File: src/rtl/inst_fetch.sv
// inst_fetch: instruction fetch stage. Snapshots IM0..IM7 into an 8-entry
// store, then streams one instruction per cycle to the consumer while
// following branch redirects. Fetch stops on a halt word, on running past
// PC 7, or when MAX_ISSUE instructions have been accepted.
//
// Handshake: IN/PC are valid while ins_valid=1; a transfer happens on a
// rising clk edge with ins_valid=1 and ins_ready=1. While ins_valid=1 and
// ins_ready=0, IN, PC and ins_valid hold steady. br_taken/br_target are only
// looked at in a transfer cycle.
//
// Optional build macro FETCH_PERF_EN adds stall_cnt, a saturating count of
// cycles with ins_valid=1 and ins_ready=0.
module inst_fetch #(
  parameter int                DATA_W    = 32,
  parameter logic [DATA_W-1:0] HALT_WORD = 32'hFFFF_FFFF,
  parameter int                MAX_ISSUE = 100
) (
  input  logic              clk,
  input  logic              RST,
  input  logic [DATA_W-1:0] IM0,
  input  logic [DATA_W-1:0] IM1,
  input  logic [DATA_W-1:0] IM2,
  input  logic [DATA_W-1:0] IM3,
  input  logic [DATA_W-1:0] IM4,
  input  logic [DATA_W-1:0] IM5,
  input  logic [DATA_W-1:0] IM6,
  input  logic [DATA_W-1:0] IM7,
  input  logic              ins_ready,
  input  logic              br_taken,
  input  logic [2:0]        br_target,
  output logic [DATA_W-1:0] IN,
  output logic [2:0]        PC,
  output logic              ins_valid,
  output logic              done,
  output logic [7:0]        issue_cnt,
  output logic [1:0]        dbg_state
`ifdef FETCH_PERF_EN
  ,
  output logic [15:0]       stall_cnt
`endif
);

  typedef enum logic [1:0] {
    S_IDLE  = 2'd0,
    S_LOAD  = 2'd1,
    S_FETCH = 2'd2,
    S_DONE  = 2'd3
  } state_t;

  localparam logic [8:0] MAX_ISSUE_W = 9'(MAX_ISSUE);

  state_t            state_q, state_d;
  logic [DATA_W-1:0] store_q [8];
  logic [DATA_W-1:0] store_d [8];
  logic [DATA_W-1:0] in_q, in_d;
  logic [2:0]        pc_q, pc_d;
  logic              valid_q, valid_d;
  logic              done_q, done_d;
  logic [7:0]        cnt_q, cnt_d;
  logic [2:0]        next_pc;
  logic [8:0]        cnt_plus1;
  logic              xfer;

  assign xfer      = valid_q & ins_ready;
  assign cnt_plus1 = {1'b0, cnt_q} + 9'd1;

  // Next-state, store load and output register computation.
  always_comb begin
    state_d = state_q;
    in_d    = in_q;
    pc_d    = pc_q;
    valid_d = valid_q;
    done_d  = done_q;
    cnt_d   = cnt_q;
    next_pc = pc_q + 3'd1;
    for (int i = 0; i < 8; i++) store_d[i] = store_q[i];
    case (state_q)
      S_IDLE: state_d = S_LOAD;
      S_LOAD: begin
        store_d[0] = IM0;
        store_d[1] = IM1;
        store_d[2] = IM2;
        store_d[3] = IM3;
        store_d[4] = IM4;
        store_d[5] = IM5;
        store_d[6] = IM6;
        store_d[7] = IM7;
        // The store is written on this same edge, so check IM0 directly.
        if (IM0 == HALT_WORD) begin
          state_d = S_DONE;
          done_d  = 1'b1;
        end else begin
          in_d    = IM0;
          pc_d    = 3'd0;
          valid_d = 1'b1;
          state_d = S_FETCH;
        end
      end
      S_FETCH: begin
        if (xfer) begin
          if (cnt_q != 8'hFF) cnt_d = cnt_q + 8'd1;
          if (br_taken) next_pc = br_target;
          // All three stop causes lead to the same DONE outcome; PC never wraps.
          if ((cnt_plus1 == MAX_ISSUE_W) ||
              (!br_taken && pc_q == 3'd7) ||
              (store_q[next_pc] == HALT_WORD)) begin
            state_d = S_DONE;
            valid_d = 1'b0;
            done_d  = 1'b1;
          end else begin
            in_d = store_q[next_pc];
            pc_d = next_pc;
          end
        end
      end
      default: ; // S_DONE holds everything until reset
    endcase
  end

  // State and datapath registers with asynchronous reset.
  always_ff @(posedge clk or posedge RST) begin
    if (RST) begin
      state_q <= S_IDLE;
      in_q    <= '0;
      pc_q    <= '0;
      valid_q <= 1'b0;
      done_q  <= 1'b0;
      cnt_q   <= '0;
      for (int i = 0; i < 8; i++) store_q[i] <= '0;
    end else begin
      state_q <= state_d;
      in_q    <= in_d;
      pc_q    <= pc_d;
      valid_q <= valid_d;
      done_q  <= done_d;
      cnt_q   <= cnt_d;
      for (int i = 0; i < 8; i++) store_q[i] <= store_d[i];
    end
  end

  assign IN        = in_q;
  assign PC        = pc_q;
  assign ins_valid = valid_q;
  assign done      = done_q;
  assign issue_cnt = cnt_q;
  assign dbg_state = state_q;

`ifdef FETCH_PERF_EN
  logic [15:0] stall_q, stall_d;

  // Count stalled cycles; ins_valid is low in DONE so the count freezes there.
  always_comb begin
    stall_d = stall_q;
    if (valid_q && !ins_ready && stall_q != 16'hFFFF) stall_d = stall_q + 16'd1;
  end

  // Stall counter register.
  always_ff @(posedge clk or posedge RST) begin
    if (RST) stall_q <= '0;
    else     stall_q <= stall_d;
  end

  assign stall_cnt = stall_q;
`endif

endmodule

File: config.mk
export PLATFORM = sky130hd
export DESIGN_NAME = inst_fetch
export DESIGN_NICKNAME = d
export VERILOG_FILES = /design/src/rtl/inst_fetch.sv
export SDC_FILE = /design/constraint.sdc
export NUM_CORES = 1
export LEC_CHECK = 0
export ABC_AREA = 1
export BUFFER_PORTS_ARGS = -buffer_cell sky130_fd_sc_hd__buf_2
export CORE_MARGIN = 2
export CORE_UTILIZATION = 33
export DETAILED_ROUTE_END_ITERATION = 10
export RECOVER_POWER = 25
export SYNTH_ARGS = -nofsm -noshare
export SYNTH_HDL_FRONTEND = slang
export SYNTH_SLANG_ARGS = --single-unit
File: constraint.sdc
create_clock -name clk -period 13.6 [get_ports clk]
set_clock_uncertainty 0.2 [all_clocks]
set_input_delay 2.04 -clock clk [delete_from_list [all_inputs] [get_ports clk]]
set_output_delay 2.04 -clock clk [all_outputs]
set_load 0.05 [all_outputs]
==> reports/qor.csv, run 1 <==
metric;value;unit
sequential power share;34.8;%
Initial DRC Count;972;
type of the worst min-delay path;register to register;
Peak VDD IR;0.1052;mV
H-tree levels;2;
Via Count;11885;
final setup vio count;0;
Adder-Cell Fraction of Synth Area;0.5166;%
Pwr Total;4.747;mW
Slew Viols, Final;197;
die area;45730;um2
fraction of layout cells with a size suffix above 1;35.65;%
Placed Instances;2279;
final worst path period need;6.826;ns
hold buffer count at CTS;0;
RR Endpoint;store_q[241];
CP arrival;7.04;ns
mux cell area share after synthesis;19.14;%
Post-Synth Simple-Gate Area;21.60;%
Final Cycle Share;50.19;%
fill cell count;4297;
Compound-Gate Fraction of Synth Area;2.066;%
Pwr Density;268.4;nW/um2
XOR/XNOR Fraction of Synth Area;0.4219;%
total congestion overflow;0;
drt pass-1 iters;5;
unrepaired setup endpoints after global routing;false;
pre-CTS setup slack;7.243;ns
CTS max path bufs;3;
Synth cell types;29;
FF-to-FF setup slack;6.77;ns
largest family of logic cells by synthesized area;simple AND/OR/NAND/NOR gates;
R2R cell count;5;
clock share of power;21.3;%
CTS Sinks;303;
final net count;2001;
final core utilization;40.88;%
largest net degree at the start of global routing;83;
reg2reg start;dbg_state[1];
initial antenna violation count;14;
Die X;213.8;um
GRT Total Usage;21.72;%
Post-DP HPWL;36840;um
failing checks;capacitance limit, slew limit;
Hold WS;0.2643;ns
vias in the first global route;11594;
final instance area;17690;um2
Setup CP Type;register to register;
post-CTS setup buffer count;0;
Syn-to-layout area delta;21.72;%
global-route wire length before repair;72560;um
Req. time, crit path;13.82;ns
Rel. slew slack;-152.5;%
final wirelength;50140;um
TritonCTS Buffers;36;
CP Max Fanout;81;
routability congestion estimate;0.8458;
Worst-Margin Slew;3.788;ns
combinational power share;44.0;%
internal power;2.836;mW
EDFF count, synth;0;
TritonCTS clock tree;done;
Routed WL per cell;21.36;um
Max Clk Rate;146.5;MHz
root buf cell;clkbuf_16;
status;finished with violations;
Max-cap violations;3;
Yosys reg bits;303;
post-CTS sizing;0;
post-placement cell area;16470;um2
Switching Share;40.25;%
vias per std cell;5.062;
Antenna Nets Post-Route;0;
final hold vios;0;
Syn Nets;1736;
Pleak;8.240;nW
Avg Cell Area, Syn;9.906;um2
fin cells;2348;
Die Ht;213.8;um
mapped cell area;14530;um2
Syn Inst Count;1467;
switching power;1.911;mW
Critical Path End Type;register;
I/O Buffers;309;
yosys warns;0;
IO Pins;310;
Final WS setup;6.774;ns
core area;43270;um2
Critical Path Start Type;register;
Clock Pin Slew Worst Setup and Hold Paths;0.06;ns
Post-synth ARST share;100.0;%
residual DRC count;0;
setup_tns;0;ns
Main synth FF type;dfrtp_1;
Setup crit end;store_q[241];
share of the yosys chip area belonging to registers;52.18;%
FP Rows;76;
later-pin clock latency in the skew report;0.54;ns
Initial Utilization;33.59;%
start point of the critical path;dbg_state[1];
==> metal layers <==
metal | GRT usage, % | part of all wire (%)
met3 | 5.170 | 7.3
met4 | 7.591 | 2.8
met2 | 33.60 | 45
met5 | 0 | 0.20
met1 | 29.80 | 44
==> logic make-up after synthesis <==
logic type / Yosys count
and+or+nand+nor: 731
muxes: 247
DFF: 303
adders and majority gates: 6
xor gates and xnor gates: 7
buffers and inverters: 124
AOI/OAI and AO/OA: 49
==> cell type report <==
type,count,area [um2],area share (%)
tap,585,732.0,4.138
sequential,303,7582,42.87
multi-input combinational,1040,6384,36.09
timing repair buffer,322,1627,9.196
clock buffer,53,1076,6.084
antenna,7,17.52,0.09904
clock inverter,9,156.4,0.8843
inverter,29,112.6,0.6367
==> power by group through the flow <==
stage	registers, mW	logic (mW)	clock network (mW)
floorplan	1.78	1.38	0
global placement	1.65	2.04	0
detailed placement	1.66	2.07	0
CTS	1.64	2.08	1.04
global route	1.70	2.27	1.07
finish	1.65	2.09	1.01
==> critical path, cell delays in order (launching register included) <==
cell and delay [ns]:
dfrtp_1 0.43, inv_1 0.08, ha_1 1.54, clkbuf_1 2.76, buf_4 1.14, mux2_2 0.42
==> worst min path at each step <==
| stage | from | endpoint | depth (start not counted) |
|---|---|---|---|
| 5_1_grt | done | done | 2 |
| 2_1_floorplan | store_q[25] | store_q[25] | 1 |
| 3_3_place_gp | done | done | 2 |
| 6_report | done | done | 2 |
| 3_5_place_dp | done | done | 2 |
| 4_1_cts | done | done | 2 |
==> cell usage after synthesis (5+ instances only) <==
master / n / area [um2]
nor2_1: 48 / 180.2
a31oi_1: 32 / 200.2
buf_6: 10 / 112.6
nand3_1: 257 / 1286
nand4_1: 8 / 50.05
dfrtp_1: 303 / 7582
clkbuf_1: 45 / 168.9
nand2_1: 406 / 1524
inv_1: 27 / 101.4
mux2_2: 247 / 2781
buf_1: 5 / 18.77
buf_2: 33 / 165.2
o21ai_0: 13 / 65.06
ha_1: 6 / 75.07
==> sequential cells by signal (all words and copies together), names as in the netlist <==
name,cells
store_q,256
IN,32
issue_cnt,8
PC,3
dbg_state,2
done,1
ins_valid,1
==> placed cells by master, fill, tap and decap left out, types with 4 or more instances in the layout <==
cell type,netlist,layout
a31oi_1,32,32
buf_2,33,298
buf_4,2,12
bufinv_16,0,4
clkbuf_1,45,19
clkbuf_16,0,37
clkbuf_8,0,9
dfrtp_1,303,303
diode_2,0,7
ha_1,6,5
inv_1,27,26
mux2_2,247,247
nand2_1,406,406
nand3_1,257,257
nand4_1,8,8
nor2_1,48,48
o21ai_0,13,13
xor2_1,4,4
(Power assumes the default switching activity.)
==> run 2, diff against run 1 <==
==> constraint.sdc (replaced) <==
create_clock -name clk -period 6.6 [get_ports clk]
set_clock_uncertainty 0.2 [all_clocks]
set_input_delay 0.99 -clock clk [delete_from_list [all_inputs] [get_ports clk]]
set_output_delay 0.99 -clock clk [all_outputs]
set_load 0.05 [all_outputs]
==> run 2 against run 1 <==
Net effect: the flow still finishes with violations (capacitance limit, slew limit); global-route usage decreased by 0.056 points; total power grew 110%; non-clock buffer count stayed put; clock power increased by 110%; critical path depth up 13; via count is 0.59% higher; cell count about the same; wire length is 0.65% lower; critical endpoint is now IN[12].
==> reports/qor.csv, run 2 (synthesis results as in run 1) <==
metric;value;unit;change
status;finished with violations;;
failing checks;capacitance limit, slew limit;;
final instance area;17810;um2;+0.67%
Placed Instances;2279;;unchanged
routability congestion estimate;0.9255;;+9.4%
IO Pins;310;;unchanged
combinational power share;43.6;%;-0.4 points
Max Clk Rate;236.2;MHz;
Final WS setup;2.366;ns;-4.409 ns
Via Count;11955;;+0.59%
final wirelength;49820;um;-0.65%
pre-CTS setup slack;1.836;ns;-5.407 ns
later-pin clock latency in the skew report;0.55;ns;about the same
hold depth;2;;unchanged
Reg with most FFs;store_q;;
CTS Sinks;303;;unchanged
Setup CP Type;input pin to register;;
Largest register FFs;256;;unchanged
Syn-to-layout area delta;22.53;%;
I/O Buffers;309;;unchanged
global-route wire length before repair;72950;um;+0.53%
CP arrival;4.51;ns;-2.53 ns
Max-cap violations;2;;-1
final worst path period need;4.234;ns;
commonest cells after routing, fill and taps aside;406 x nand2_1, 309 x buf_2, 303 x dfrtp_1;;
Routed WL per cell;21.21;um;-0.69%
Die Ht;213.8;um;unchanged
drt pass-1 iters;5;;unchanged
TritonCTS clock tree;done;;
initial antenna violation count;19;;+5
fin cells;2349;;+0.043%
GRT Total Usage;21.67;%;-0.056 points
clock share of power;21.9;%;+0.6 points
Rel. slew slack;-33.66;%;+120 points
unrepaired setup endpoints after global routing;false;;
Hold EP;done;;
die area;45730;um2;unchanged
TritonCTS Buffers;37;;+2.8%
sequential power share;34.5;%;-0.3 points
Initial Utilization;33.59;%;unchanged
hold buffer count at CTS;0;;unchanged
post-placement cell area;16520;um2;+0.28%
H-tree levels;2;;unchanged
Antenna Nets Post-Route;0;;unchanged
internal power;5.866;mW;+110%
Slew Viols, Final;76;;-61%
vias in the first global route;11893;;+2.6%
reg2reg start;PC[0];;
final net count;2002;;+0.050%
Initial DRC Count;859;;-12%
switching power;3.946;mW;+110%
final core utilization;41.15;%;+0.27 points
core area;43270;um2;unchanged
RR Endpoint;IN[12];;
post-CTS sizing;0;;unchanged
type of the worst min-delay path;register to register;;
CP Max Fanout;43;;-47%
Final Cycle Share;64.16;%;
setup_tns;0;ns;unchanged
final setup vio count;0;;unchanged
Critical Path Start Type;input pin;;
Switching Share;40.22;%;about the same
largest net degree at the start of global routing;196;;+140%
FP Rows;76;;unchanged
R2R cell count;17;;+12
CTS max path bufs;3;;unchanged
Critical Path End Type;register;;
vias per std cell;5.089;;+0.55%
Hold WS;0.2586;ns;-0.005694 ns
Req. time, crit path;6.88;ns;-6.94 ns
Peak VDD IR;0.2938;mV;+180%
post-CTS setup buffer count;0;;unchanged
Worst-Margin Slew;1.994;ns;-1.794 ns
residual DRC count;0;;unchanged
FF-to-FF setup slack;2.45;ns;-4.32 ns
commonest non-fill, non-tap cell in the layout;nand2_1;;
Clock Pin Slew Worst Setup and Hold Paths;0.06;ns;about the same
Pwr Total;9.812;mW;+110%
total congestion overflow;0;;unchanged
min-delay src;done;;
root buf cell;clkbuf_16;;
final hold vios;0;;unchanged
fraction of layout cells with a size suffix above 1;36.67;%;+1.0 points
Post-DP HPWL;36020;um;-2.2%
Die X;213.8;um;unchanged
Pwr Density;551.1;nW/um2;+110%
Pleak;8.326;nW;+1.0%
run 2: cell count changes in the layout (fill, tap and decap cells not counted):
cell | before | now
buf_2 | 298 | 309
clkbuf_16 | 37 | 39
buf_12 | 0 | 4
buf_4 | 12 | 8
clkinv_4 | 1 | 0
clkbuf_1 | 19 | 3
clkinv_2 | 2 | 8
diode_2 | 7 | 5
clkinvlp_4 | 0 | 1
run 2: critical path, stage by stage:
cell     delay, ns
buf_2         0.26
nand2_2       0.39
nand2_4       0.56
buf_4         0.43
nand2_1       0.09
nand3_1       0.09
nand3_1       0.22
nand2_1       0.14
nand2_1       0.06
nor2_1        0.09
nand2_1       0.06
nor2_1        0.09
nand2_1       0.09
nand2_2       0.14
nand2_4       0.25
nand2_8       0.29
nand2_1       0.10
nand2_1       0.07
run 2: worst max path at each step:
stage	start	to	depth (start not counted)
after floorplan	RST	IN[0]	1
after global placement	br_taken	IN[15]	18
after detailed placement	br_taken	IN[29]	18
after CTS	br_taken	IN[12]	18
after global routing	br_taken	IN[27]	18
final	br_taken	IN[12]	18
run 2: cell type report:
| cell class | instances | area [um2] |
|---|---|---|
| Tap cell | 585 | 732.0 |
| Inverter | 29 | 112.6 |
| Sequential cell | 303 | 7582 |
| Fill cell | 4270 | 25460 |
| Timing Repair Buffer | 322 | 1690 |
| Multi-Input combinational cell | 1040 | 6384 |
| Antenna cell | 5 | 12.51 |
| Clock buffer | 50 | 1107 |
| Clock inverter | 15 | 185.2 |
run 2: metal layers:
metal	global-route usage, %	routed length (um)	up-vias
met4	9.171	1847	28
met5	0	159	-
met2	32.58	22010	428
met3	6.298	4007	113
li1	-	-	5524
met1	29.14	21790	5862
run 2: power by group through the flow:
stage	Combinational, mW	Sequential [mW]	Clock (mW)
after global placement	4.19	3.38	0
after detailed placement	4.27	3.41	0
after floorplan	2.85	3.66	0
final	4.27	3.39	2.15
after CTS	4.29	3.38	2.20
after global routing	4.66	3.50	2.27
==> run 3, diff against run 2 <==
--- a/config.mk
+++ b/config.mk
@@ -5,7 +5,7 @@
 export SDC_FILE = /design/constraint.sdc
 export NUM_CORES = 1
 export LEC_CHECK = 0
-export ABC_AREA = 1
+export ABC_AREA = 0
 export BUFFER_PORTS_ARGS = -buffer_cell sky130_fd_sc_hd__buf_2
 export CORE_MARGIN = 2
 export CORE_UTILIZATION = 33
==> constraint.sdc (replaced) <==
create_clock -name clk -period 3.88 [get_ports clk]
set_clock_uncertainty 0.2 [all_clocks]
set_input_delay 0.582 -clock clk [delete_from_list [all_inputs] [get_ports clk]]
set_output_delay 0.582 -clock clk [all_outputs]
set_load 0.05 [all_outputs]
==> run 3 against run 2 <==
Net effect: the flow still finishes with violations (capacitance limit, slew limit); register-to-register slack worse by 2.3 ns; first-iteration DRC count fell by 34%; sequential cell count is the same; critical endpoint is now IN[30]; largest power group is now the clock network.
==> reports/qor.csv, run 3 <==
metric;value;unit;change
Reg with most FFs;store_q;;
Rel. slew slack;-20.85;%;+13 points
GRT Total Usage;19.77;%;-1.9 points
Pleak;8.989;nW;+8.0%
Avg Cell Area, Syn;12.70;um2;+28%
final wirelength;44340;um;-11%
core area;42890;um2;-0.88%
Crit path largest cell delay;0.54;ns;-0.02 ns
Initial Utilization;33.32;%;-0.27 points
TritonCTS Buffers;38;;+2.7%
gr busiest metal;met2;;
Via Count;10250;;-14%
Compound-Gate Fraction of Synth Area;3.870;%;+1.8 points
final core utilization;41.98;%;+0.83 points
Die X;212.1;um;-0.82%
type of the worst min-delay path;input pin to register;;
Post-Synth Simple-Gate Area;9.439;%;-12 points
pre-CTS setup slack;-0.1311;ns;-1.967 ns
Peak VDD IR;0.2698;mV;-8.2%
global-route wire length before repair;65800;um;-9.8%
mapped cell area;14290;um2;-1.7%
mux cell area share after synthesis;29.85;%;+11 points
I/O Buffers;309;;unchanged
initial antenna violation count;8;;-11
Critical Path End Type;register;;
commonest non-fill, non-tap cell in the layout;buf_2;;
Synth area leader;dfrtp_1;;
Post-DP HPWL;33290;um;-7.6%
final setup vio count;0;;unchanged
CTS Sinks;303;;unchanged
worst path cell trace;ha_1 -> ha_2 -> mux2i_4 -> buf_4 -> mux4_2 -> mux2i_2 -> nor4_1 -> nand3_1 -> nor3_4 -> o21ai_4 -> buf_4 -> mux2_2;;
grt met2 use;32.79;%;+0.21 points
post-placement cell area;16730;um2;+1.2%
Syn Inst Count;1125;;-23%
largest net degree at the start of global routing;81;;-59%
failing checks;capacitance limit, slew limit;;
Initial DRC Count;571;;-34%
count leader, synth;dfrtp_1;;
Final WS setup;0.1660;ns;-2.200 ns
Pwr Total;7.113;mW;-28%
final hold vios;0;;unchanged
Syn-to-layout area delta;25.99;%;
Setup CP Type;register to register;;
later-pin clock latency in the skew report;0.54;ns;about the same
final worst path period need;3.714;ns;
residual DRC count;0;;unchanged
final net count;1720;;-14%
routing usage on met1;25.49;%;-3.7 points
met3 Usage GRT;4.993;%;-1.3 points
Worst-Margin Slew;1.813;ns;-0.1812 ns
share of the yosys chip area belonging to registers;53.06;%;+0.88 points
status;finished with violations;;
Synth cell types;51;;+76%
Post-synth ARST share;100.0;%;unchanged
FP Rows;76;;unchanged
Top cell by count, worst path;buf_4;;
Hold WS;0.06135;ns;-0.1972 ns
CTS max path bufs;3;;unchanged
FF-to-FF setup slack;0.17;ns;-2.28 ns
total congestion overflow;0;;unchanged
vias per std cell;4.964;;-2.5%
drt pass-1 iters;5;;unchanged
CP arrival;3.94;ns;-0.57 ns
die area;44980;um2;-1.6%
final instance area;18000;um2;+1.1%
Critical Path Start Type;register;;
Max Clk Rate;269.2;MHz;
Synth top area share;53.06;%;+0.88 points
yosys warns;0;;unchanged
Req. time, crit path;4.10;ns;-2.78 ns
Clock Pin Slew Worst Setup and Hold Paths;0.06;ns;about the same
unrepaired setup endpoints after global routing;false;;
Synth top cells by count;303 x dfrtp_1, 257 x mux2_2, 142 x nand2_1;;
Pwr Density;395.1;nW/um2;-28%
Max-cap violations;1;;-1
vias in the first global route;10551;;-11%
routability congestion estimate;0.8583;;-7.3%
commonest cells after routing, fill and taps aside;308 x buf_2, 303 x dfrtp_1, 256 x mux2_2;;
Area contributors post-synth;dfrtp_1 53%, mux2_2 20%, nand2_1 3.7%, mux4_2 3.6%, mux2_4 2.9%;;
Final Cycle Share;95.72;%;
Main synth FF type;dfrtp_1;;
fraction of layout cells with a size suffix above 1;49.86;%;+13 points
H-tree levels;2;;unchanged
IO Pins;310;;unchanged
Placed Instances;1994;;-13%
largest family of logic cells by synthesized area;multiplexers;;
CP Max Fanout;10;;-77%
fin cells;2065;;-12%
Slew Viols, Final;73;;-3.9%
Syn Nets;1394;;-20%
Yosys reg bits;303;;unchanged
worst-path cell with the longest stage delay;mux4_2;;
root buf cell;clkbuf_16;;
TritonCTS clock tree;done;;
setup_tns;0;ns;unchanged
Die Ht;212.1;um;-0.82%
Adder-Cell Fraction of Synth Area;0.5253;%;+0.0087 points
EDFF count, synth;0;;unchanged
XOR/XNOR Fraction of Synth Area;0.3677;%;-0.054 points
Antenna Nets Post-Route;0;;unchanged
Routed WL per cell;21.47;um;+1.3%
Largest register FFs;256;;unchanged
-- run 3: area by class of cell --
| class | count | area, um2 |
|---|---|---|
| sequential | 303 | 7582 |
| clock buffer | 54 | 1092 |
| antenna | 4 | 10.01 |
| fill | 4090 | 24880 |
| timing repair buffer | 356 | 2007 |
| tap | 585 | 732.0 |
| multi-input combinational | 737 | 6384 |
| clock inverter | 11 | 138.9 |
| inverter | 15 | 57.56 |
-- run 3: critical path, delay by kind of cell, from the launching register on --
kind,cells,cell delay (ns)
muxes,4,1.46
adders and majority gates,2,0.52
buffers and inverters,2,0.50
DFF,1,0.38
and+or+nand+nor,3,0.33
AOI/OAI and AO/OA,1,0.19
-- run 3: what timing repair did --
| item | CTS | global route |
|---|---|---|
| pin swaps | 0 | 2 |
| resized for setup | 7 | 5 |
| hold buffers | 1 | 0 |
| setup endpoints to repair | 30 | 31 |
| hold endpoints to repair | 15 | 0 |
| buffers inserted | 0 | 1 |
-- run 3: routing by layer --
metal  wire, um  part of all wire, %
met5         37                0.083
met4        981                  2.2
met2      21350                   48
met1      18850                   43
met3       3127                  7.1
-- run 3: final timing paths --
| kind | cells after the start | start | end |
|---|---|---|---|
| worst min-delay path | 3 | IM6[1] | store_q[33] |
| worst max register to register | 12 | PC[0] | IN[30] |
| worst min register to register | 1 | done | done |
| min in group asynchronous | 3 | RST | store_q[22] |
| max in group asynchronous | 4 | RST | store_q[133] |
| worst max-delay path | 12 | PC[0] | IN[30] |
-- run 3: kinds of logic (layout without fill, tap and decap cells) --
kind of cell	after synthesis	count (layout)
mux	350	350
fa+ha+maj	6	6
flops	303	303
simple gates	289	289
compound gates	86	86
buf+inv	85	436
xor+xnor	6	6
other cells	0	4
-- run 3: report_power, final --
group | switching [mW] | internal (mW) | leakage, nW | total [mW]
Clock | 1.36 | 2.15 | 0.601 | 3.51
Combinational | 0.266 | 0.178 | 4.19 | 0.444
Sequential | 0 | 3.16 | 4.19 | 3.16
Total | 1.62 | 5.49 | 8.99 | 7.11
